**src/rtl/apb_bus_arbiter_pkg.sv**
```systemverilog
// Shared definitions for the APB bus arbiter: FSM state encoding, the default
// timeout and the read value returned on a timeout abort.
package apb_bus_arbiter_pkg;

  typedef enum logic [1:0] {
    StIdle,
    StBusy,
    StAbort
  } arb_state_e;

  localparam int unsigned TimeoutDefault = 255;
  localparam logic [31:0] AbortRdata     = 32'h0000_0000;

endpackage

```
**src/rtl/rr_picker.sv**
```systemverilog
// Round-robin priority picker: returns the first asserted request found when
// scanning upward from ptr_i, wrapping at N.
module rr_picker #(
  parameter int unsigned N    = 2,
  parameter int unsigned IdxW = 1
) (
  input  logic [N-1:0]    req_i,
  input  logic [IdxW-1:0] ptr_i,
  output logic            valid_o,
  output logic [IdxW-1:0] idx_o
);

  localparam logic [IdxW:0] NumReq = (IdxW + 1)'(N);

  logic [IdxW:0] cand;

  always_comb begin
    valid_o = 1'b0;
    idx_o   = '0;
    cand    = '0;
    for (int unsigned i = 0; i < N; i++) begin
      // ptr_i < N always holds, so one conditional subtract is a full modulo
      cand = {1'b0, ptr_i} + (IdxW + 1)'(i);
      if (cand >= NumReq) begin
        cand = cand - NumReq;
      end
      if (!valid_o && req_i[cand[IdxW-1:0]]) begin
        valid_o = 1'b1;
        idx_o   = cand[IdxW-1:0];
      end
    end
  end

endmodule

```
**src/rtl/apb_bus_arbiter.sv**
```systemverilog
// Round-robin arbiter funnelling several requesters onto one APB master port,
// with a BUSY-cycle timeout that aborts a hung transfer with an error pulse.
module apb_bus_arbiter
  import apb_bus_arbiter_pkg::*;
#(
  parameter int unsigned NUM_REQ = 2,
  parameter int unsigned TIMEOUT = TimeoutDefault,
  localparam int unsigned IdxW   = (NUM_REQ > 1) ? $clog2(NUM_REQ) : 1
) (
  input  logic                     PCLK,
  input  logic                     PRESET,
  input  logic [NUM_REQ-1:0]       s_req,
  input  logic [NUM_REQ-1:0]       s_write,
  input  logic [NUM_REQ-1:0][31:0] s_addr,
  input  logic [NUM_REQ-1:0][31:0] s_wdata,
  output logic [NUM_REQ-1:0]       s_ready,
  output logic [NUM_REQ-1:0]       s_err,
  output logic [31:0]              s_rdata,
  output logic                     m_req,
  output logic                     m_write,
  output logic [31:0]              m_addr,
  output logic [31:0]              m_wdata,
  input  logic [31:0]              m_rdata,
  input  logic                     m_ready,
  output logic [IdxW-1:0]          grant_id
);

  localparam int unsigned     CntW    = $clog2(TIMEOUT + 1);
  localparam logic [CntW-1:0] CntMax  = CntW'(TIMEOUT);
  localparam logic [IdxW-1:0] LastIdx = IdxW'(NUM_REQ - 1);

  arb_state_e      state_q;
  logic [CntW-1:0] cnt_q;
  logic [IdxW-1:0] ptr_q;
  logic [IdxW-1:0] next_ptr;
  logic [IdxW-1:0] pick_idx;
  logic            pick_valid;
  logic            cnt_max;

  rr_picker #(
    .N    (NUM_REQ),
    .IdxW (IdxW)
  ) u_picker (
    .req_i   (s_req),
    .ptr_i   (ptr_q),
    .valid_o (pick_valid),
    .idx_o   (pick_idx)
  );

  assign cnt_max  = (cnt_q == CntMax);
  assign next_ptr = (grant_id == LastIdx) ? '0 : grant_id + 1'b1;

  always_ff @(posedge PCLK or negedge PRESET) begin
    if (!PRESET) begin
      state_q  <= StIdle;
      cnt_q    <= '0;
      ptr_q    <= '0;
      grant_id <= '0;
      m_req    <= 1'b0;
      m_write  <= 1'b0;
      m_addr   <= '0;
      m_wdata  <= '0;
    end else begin
      unique case (state_q)
        StIdle: begin
          if (pick_valid) begin
            grant_id <= pick_idx;
            m_write  <= s_write[pick_idx];
            m_addr   <= s_addr[pick_idx];
            m_wdata  <= s_wdata[pick_idx];
            m_req    <= 1'b1;
            cnt_q    <= '0;
            state_q  <= StBusy;
          end
        end
        StBusy: begin
          // m_ready takes precedence over an expiring counter
          if (m_ready) begin
            ptr_q   <= next_ptr;
            m_req   <= 1'b0;
            state_q <= StIdle;
          end else if (cnt_max) begin
            ptr_q   <= next_ptr;
            m_req   <= 1'b0;
            cnt_q   <= '0;
            state_q <= StAbort;
          end else begin
            cnt_q <= cnt_q + 1'b1;
          end
        end
        StAbort: begin
          // Wait out a late m_ready from the master so it cannot leak into the next grant
          if (m_ready || cnt_max) begin
            state_q <= StIdle;
          end else begin
            cnt_q <= cnt_q + 1'b1;
          end
        end
        default: state_q <= StIdle;
      endcase
    end
  end

  always_comb begin
    s_ready = '0;
    s_err   = '0;
    s_rdata = '0;
    if (state_q == StBusy) begin
      if (m_ready) begin
        s_ready[grant_id] = 1'b1;
        s_rdata           = m_rdata;
      end else if (cnt_max) begin
        s_ready[grant_id] = 1'b1;
        s_err[grant_id]   = 1'b1;
        s_rdata           = AbortRdata;
      end
    end
  end

endmodule

```
**config.mk**
```make
export PLATFORM = sky130hd
export DESIGN_NAME = apb_bus_arbiter
export DESIGN_NICKNAME = d
export VERILOG_FILES = /design/src/rtl/apb_bus_arbiter_pkg.sv /design/src/rtl/rr_picker.sv /design/src/rtl/apb_bus_arbiter.sv
export SDC_FILE = /design/constraint.sdc
export NUM_CORES = 1
export LEC_CHECK = 0
export ABC_CLOCK_PERIOD_IN_PS = 5300
export CAP_MARGIN = 20
export CORE_MARGIN = 2
export CORE_UTILIZATION = 39
export CTS_CLUSTER_SIZE = 16
export DETAILED_ROUTE_END_ITERATION = 6
export GPL_ROUTABILITY_DRIVEN = 0
export GPL_TIMING_DRIVEN = 0
export PLACE_DENSITY = 0.87
export SLEW_MARGIN = 0
export SYNTH_ARGS = -nofsm -noshare
export SYNTH_HDL_FRONTEND = slang
export SYNTH_SLANG_ARGS = --single-unit
```
**constraint.sdc**
```tcl
create_clock -name PCLK -period 5.3 [get_ports PCLK]
set_input_delay 1.06 -clock PCLK [delete_from_list [all_inputs] [get_ports PCLK]]
set_output_delay 1.06 -clock PCLK [all_outputs]
set_load 0.05 [all_outputs]
```
==> results_dict.tcl, run 1 <==
set metrics [dict create \
    status "finished clean" \
    finalClockSkew_ns 0.0144 \
    r2r-end "m_addr[19]$_DFFE_PN0P_" \
    slew_headroom 0.504 \
    htreeDepth 3 \
    die_h_um 106 \
    hold_ws_ns 0.489 \
    tritoncts "done" \
    num_antenna_cells 0 \
    path_cells "clkdlybuf4s50_1 > clkbuf_1 > clkbuf_1 > and3_1 > clkdlybuf4s50_1" \
    vias_per_cell 5.12 \
    r2r_slack_ns 3.08 \
    cts_buffers 9 \
    antenna_found_initial 0 \
    place_area_um2 6920 \
    route.detailed.drc 0 \
    synth_flop_cell "dfrtp_1" \
    track_usage 0.263 \
    fin_nets 865 \
    async_reset_ff_frac 1.00 \
    clockBufferDepth 2 \
    nFillCells 799 \
    ys.warnings.count 0 \
    reg2reg_from "state_q[1]$_DFFE_PN0P_" \
    syn_to_final_growth_pct 76.9 \
    yosys-top-cells-area "dfrtp_1, mux2i_1, nand2_1" \
    post_cts_buffers 0 \
    rsz0062_at_grt "false" \
    numPortBuffers 269 \
    path_clk_slew_ns 0.09 \
    die_w_um 106 \
    yosysSeqAreaShare 0.483 \
    layout-drive-gt1-share 0.0515 \
    setup_viol 0 \
    ys_types 39 \
    dr_total_vias 4275 \
    maxCapViolations 0 \
    synth_area_leader_cell "dfrtp_1" \
    required_ns 4.24 \
    drtAntennaViolNets 0 \
    cts_resized 0 \
    finalPower_uw 4040 \
    worstMarginPinSlew_ns 0.739 \
    hold_buffers 0 \
    leakage_uw 0.00330 \
    root_buffer "clkbuf_8" \
    min_to "m_wdata[1]$_DFFE_PN0P_" \
    synth_nets 584 \
    overflow 0 \
    fin_crit_sh 0.816 \
    ir_drop_mv 0.378 \
    cts_sinks 78 \
    slew_violations 0 \
    ys_seq_elements 78 \
    post-dp-hpwl_mm 11.7 \
    grt_max_degree 43 \
    fin_area_um2 7140 \
    hold_viol 0 \
    firstDrtPassIters 4 \
    crit_arrival_ns 3.27 \
    worstSetupPathType "input port to output port" \
    dieArea_um2 11200 \
    crit_fanout 10 \
    yosys.area.top_type_share 0.483 \
    hp-class "register to register" \
    critPathSlowestCell "clkdlybuf4s50_1" \
    finalWirelength_mm 14.6 \
    pwr_density_cell_nw_per_um2 566 \
    routedWlPerCell_um 17.5 \
    grt_pass1_wl_mm 22.9 \
    whs_path_depth 2 \
    max_freq_ghz 0.231 \
    clk_latency_ns 0.35 \
    syn_area_um2 4040 \
    synth.avg_cell_area_um2 9.78 \
    rows 37 \
    crit_buf_inv 4 \
    worstHoldStart "m_wdata[1]$_DFFE_PN0P_" \
    start_util 0.396 \
    endpoint_kind "output port" \
    fin_setup_tns_ns 0 \
    multi_input_area_um2 1910 \
    first_iter_violations 185 \
    grt_pass1_vias 4535 \
    register_area_um2 1950 \
    period_minus_slack_ns 4.33 \
    syn_inst 413 \
    worst_path_largest_cell_delay_ns 0.82 \
    reg2reg_depth 7 \
    start_kind "input port" \
    design.core.area_um2 10200 \
    io_pins 270 \
    synth_edf_count 0 \
    cp_top_family "buffers and inverters" \
]
## registers in the layout (all words and copies together) (netlist names)
signal / flops
grant_id: 1
ptr_q: 1
m_wdata: 32
m_write: 1
m_req: 1
m_addr: 32
cnt_q: 8
state_q: 2
## Yosys cell counts (2+ instances only)
library cell,n
buf_2,10
nand2_1,69
nor3b_1,2
nor2_1,4
dfrtp_1,78
buf_4,5
ha_1,4
and3_1,41
o21ai_0,27
nor4_1,4
nor3_1,2
nand3_1,4
inv_1,6
o21ai_1,48
a211o_1,4
a21o_1,2
clkbuf_1,15
mux2i_1,67
## metal layers
layer	GRT usage	routed length, um	vias to the layer above
li1	-	-	2022
met1	0.281	5330	2015
met2	0.490	7740	207
met3	0.0724	1110	31
met4	0.0996	387	0
met5	0	0	-
## through the flow
step	util	setup slack [ns]	cells
global route	0.701	0.851	835
detailed placement	0.679	0.989	819
CTS	0.701	0.981	835
floorplan	-	1.47	413
finish	0.701	0.973	835
global placement	0.678	0.462	818
## logic make-up (layout without fill, tap and decap cells)
| family | after synthesis | count (layout) | synth area share |
|---|---|---|---|
| AO/OA/AOI/OAI | 90 | 90 | 0.123 |
| adder cells (fa/ha/maj) | 4 | 4 | 0.0124 |
| buffers and inverters | 37 | 323 | 0.0440 |
| flip-flops | 78 | 78 | 0.483 |
| multiplexers | 67 | 67 | 0.166 |
| AND/OR/NAND/NOR | 137 | 137 | 0.171 |
## layout make-up
class	instances	share of cell area
clock buffers	9	0.0173
inverters	6	0.00315
multi-input cells	298	0.267
plain buffers	31	0.0217
flip-flops and latches	78	0.273
repair buffers	270	0.379
clock inverters	7	0.0144
well taps	136	0.0238
## placed cells by master (no fill, tap or decap), types with 2 or more instances in the layout
master             n
nand3_1            4
nor2_1             4
nor4_1             4
a21o_1             2
clkbuf_1          15
nor3b_1            2
nand2_1           69
o21ai_0           27
mux2i_1           67
clkdlybuf4s50_1  268
dfrtp_1           78
clkbuf_8           9
buf_4              6
ha_1               4
inv_1              6
o21ai_1           48
buf_2             10
and3_1            41
inv_6              3
a211o_1            4
nor3_1             2
bufinv_16          2
## worst max path at each step
stage	depth (start not counted)	endpoint	start	slack [ns]
after global placement	1	m_addr[5]$_DFFE_PN0P_	PRESET	0.46
after global routing	5	s_rdata[5]	m_ready	0.85
after CTS	5	s_rdata[5]	m_ready	0.98
after detailed placement	5	s_rdata[5]	m_ready	0.99
final	5	s_rdata[5]	m_ready	0.97
after floorplan	2	s_err[0]	m_ready	1.47
## worst register-to-register path: stages, from the launching register on
cell	delay, ns
dfrtp_1	0.38
inv_1	0.10
ha_1	0.26
o21ai_1	0.43
clkbuf_1	0.48
buf_2	0.34
nand2_1	0.09
o21ai_1	0.07
## where the power goes
part,switching [uW],internal (uW)
clock,240,273
sequential,161,860
combinational,1660,853
total,2060,1990
No activity file was read; power rests on OpenSTA's default activity.
==> run 2: changes to the inputs <==
--- a/config.mk
+++ b/config.mk
@@ -5,15 +5,15 @@
 export SDC_FILE = /design/constraint.sdc
 export NUM_CORES = 1
 export LEC_CHECK = 0
-export ABC_CLOCK_PERIOD_IN_PS = 5300
+export ABC_CLOCK_PERIOD_IN_PS = 3900
 export CAP_MARGIN = 20
 export CORE_MARGIN = 2
-export CORE_UTILIZATION = 39
+export CORE_UTILIZATION = 33
 export CTS_CLUSTER_SIZE = 16
 export DETAILED_ROUTE_END_ITERATION = 6
 export GPL_ROUTABILITY_DRIVEN = 0
 export GPL_TIMING_DRIVEN = 0
-export PLACE_DENSITY = 0.87
+export PLACE_DENSITY = 0.78
 export SLEW_MARGIN = 0
 export SYNTH_ARGS = -nofsm -noshare
 export SYNTH_HDL_FRONTEND = slang
==> constraint.sdc (replaced) <==
create_clock -name PCLK -period 3.9 [get_ports PCLK]
set_input_delay 0.78 -clock PCLK [delete_from_list [all_inputs] [get_ports PCLK]]
set_output_delay 0.78 -clock PCLK [all_outputs]
set_load 0.05 [all_outputs]
==> results_dict.tcl, run 2 (same netlist as run 1, synthesis figures left out) <==
set metrics [dict create \
    status "finished clean" \
    maxCapViolations 0 \
    numPortBuffers 269 \
    worst-path-stages 5 \
    crit_buf_inv 4 \
    crit_end "s_rdata[7]" \
    cts_sinks 78 \
    setup_viol 0 \
    die_h_um 115 \
    syn_to_final_growth_pct 80.3 \
    dpl_worst_slack_ns 0.0572 \
    cp_top_family "buffers and inverters" \
    hp-class "input port to async pin" \
    final_cell_mix "clkdlybuf4s50_1, dfrtp_1, nand2_1, mux2i_1, o21ai_1" \
    start_util 0.338 \
    rows 40 \
    overflow 0 \
    hold_viol 0 \
    vias_per_cell 4.98 \
    fin_nets 865 \
    final_common_cell "clkdlybuf4s50_1" \
    crit_arrival_ns 3.01 \
    grt_pass1_vias 4162 \
    worstSetupPathType "input port to output port" \
    antenna_found_initial 0 \
    io_pins 270 \
    slew_violations 0 \
    dp_cells 830 \
    rsz0062_at_grt "false" \
    first_iter_violations 134 \
    cts_buffers 9 \
    period_minus_slack_ns 3.79 \
    htreeDepth 3 \
    reg2reg_from "state_q[1]$_DFFE_PN0P_" \
    leakage_uw 0.00359 \
    fin_setup_tns_ns 0 \
    post-dp-hpwl_mm 11.3 \
    routedWlPerCell_um 16.6 \
    dr_total_vias 4204 \
    root_buffer "clkbuf_16" \
    finalWirelength_mm 14.0 \
    endpoint_kind "output port" \
    hold_buffers 0 \
    grt_pass1_wl_mm 21.4 \
    crit_fanout 10 \
    dieArea_um2 13100 \
    ir_drop_mv 0.335 \
    fin_crit_sh 0.971 \
    design.core.area_um2 12000 \
    cp-startpoint "m_ready" \
    tritoncts "done" \
    pwr_density_cell_nw_per_um2 775 \
    track_usage 0.209 \
    drtAntennaViolNets 0 \
    critPathSlowestCell "clkdlybuf4s50_1" \
    grt_max_degree 43 \
    finalClockSkew_ns 0.00375 \
    die_w_um 115 \
    start_kind "input port" \
    post_cts_buffers 0 \
    max_freq_ghz 0.264 \
    clk_latency_ns 0.33 \
    layout-drive-gt1-share 0.0501 \
    r2r_slack_ns 1.84 \
    slew_headroom 0.575 \
    route.detailed.drc 0 \
    reg2reg_depth 7 \
    final_cells 845 \
    clockBufferDepth 2 \
    path_clk_slew_ns 0.06 \
    firstDrtPassIters 4 \
    worst_path_largest_cell_delay_ns 0.80 \
    setup_ws_ns 0.115 \
    path_cells "clkdlybuf4s50_1 > clkbuf_1 > clkbuf_1 > and3_1 > clkdlybuf4s50_1" \
    r2r-end "m_wdata[26]$_DFFE_PN0P_" \
    top_regs "m_addr x32, m_wdata x32, cnt_q x8" \
    num_antenna_cells 0 \
    worstMarginPinSlew_ns 0.633 \
    required_ns 3.12 \
]
[run 2: cell types whose count changed in the layout (fill, tap and decap cells not counted)]
cell / before / now
bufinv_16: 2 / 1
clkbuf_16: 0 / 9
clkbuf_8: 9 / 3
clkdlybuf4s50_1: 268 / 253
clkinvlp_4: 0 / 1
dlymetal6s2s_1: 0 / 15
inv_6: 3 / 0
inv_8: 1 / 0
[run 2: worst min path at each step]
stage	slack [ns]	from	cells after the start	to
floorplan	0.48	PRESET	0	cnt_q[0]$_DFFE_PN0P_
global placement	0.46	m_write$_DFFE_PN0P_	2	m_write$_DFFE_PN0P_
detailed placement	0.47	m_wdata[4]$_DFFE_PN0P_	2	m_wdata[4]$_DFFE_PN0P_
CTS	0.42	PRESET	1	m_write$_DFFE_PN0P_
global route	0.44	PRESET	1	m_write$_DFFE_PN0P_
finish	0.41	PRESET	1	m_write$_DFFE_PN0P_
[run 2: routing by layer]
metal	share of wire	track usage	up-vias
li1	-	-	2026
met1	0.37	0.227	1984
met2	0.52	0.388	180
met3	0.092	0.0598	14
met4	0.012	0.0707	0
met5	0	0	-
[run 2: report_power, final]
| group | internal [uW] | switching [uW] | total [uW] |
|---|---|---|---|
| clock | 543 | 317 | 860 |
| combinational | 1160 | 2250 | 3400 |
| sequential | 1170 | 207 | 1380 |
[run 2: per-stage QoR]
step | cell area (um2) | power (uW) | hold slack (ns) | util
detailed placement | 6930 | 4820 | 0.470 | 0.579
global route | 7280 | 5930 | 0.440 | 0.608
CTS | 7240 | 5700 | 0.418 | 0.605
floorplan | 4040 | 3520 | 0.484 | -
finish | 7280 | 5640 | 0.405 | 0.608
global placement | 6910 | 4760 | 0.463 | 0.578
[run 2: what timing repair did]
item,in CTS,in global routing
setup endpoints to repair,0,15
resized for setup,0,15
endpoints found under the hold margin,0,0
[run 2: cell type report]
cell class / count / area, um2
inverters: 6 / 22.5
clock buffers: 12 / 267
multi-input cells: 298 / 1910
clock inverters: 3 / 42.5
flip-flops and latches: 78 / 1950
fillers: 1008 / 4680
well taps: 147 / 184
plain buffers: 31 / 155
repair buffers: 270 / 2750
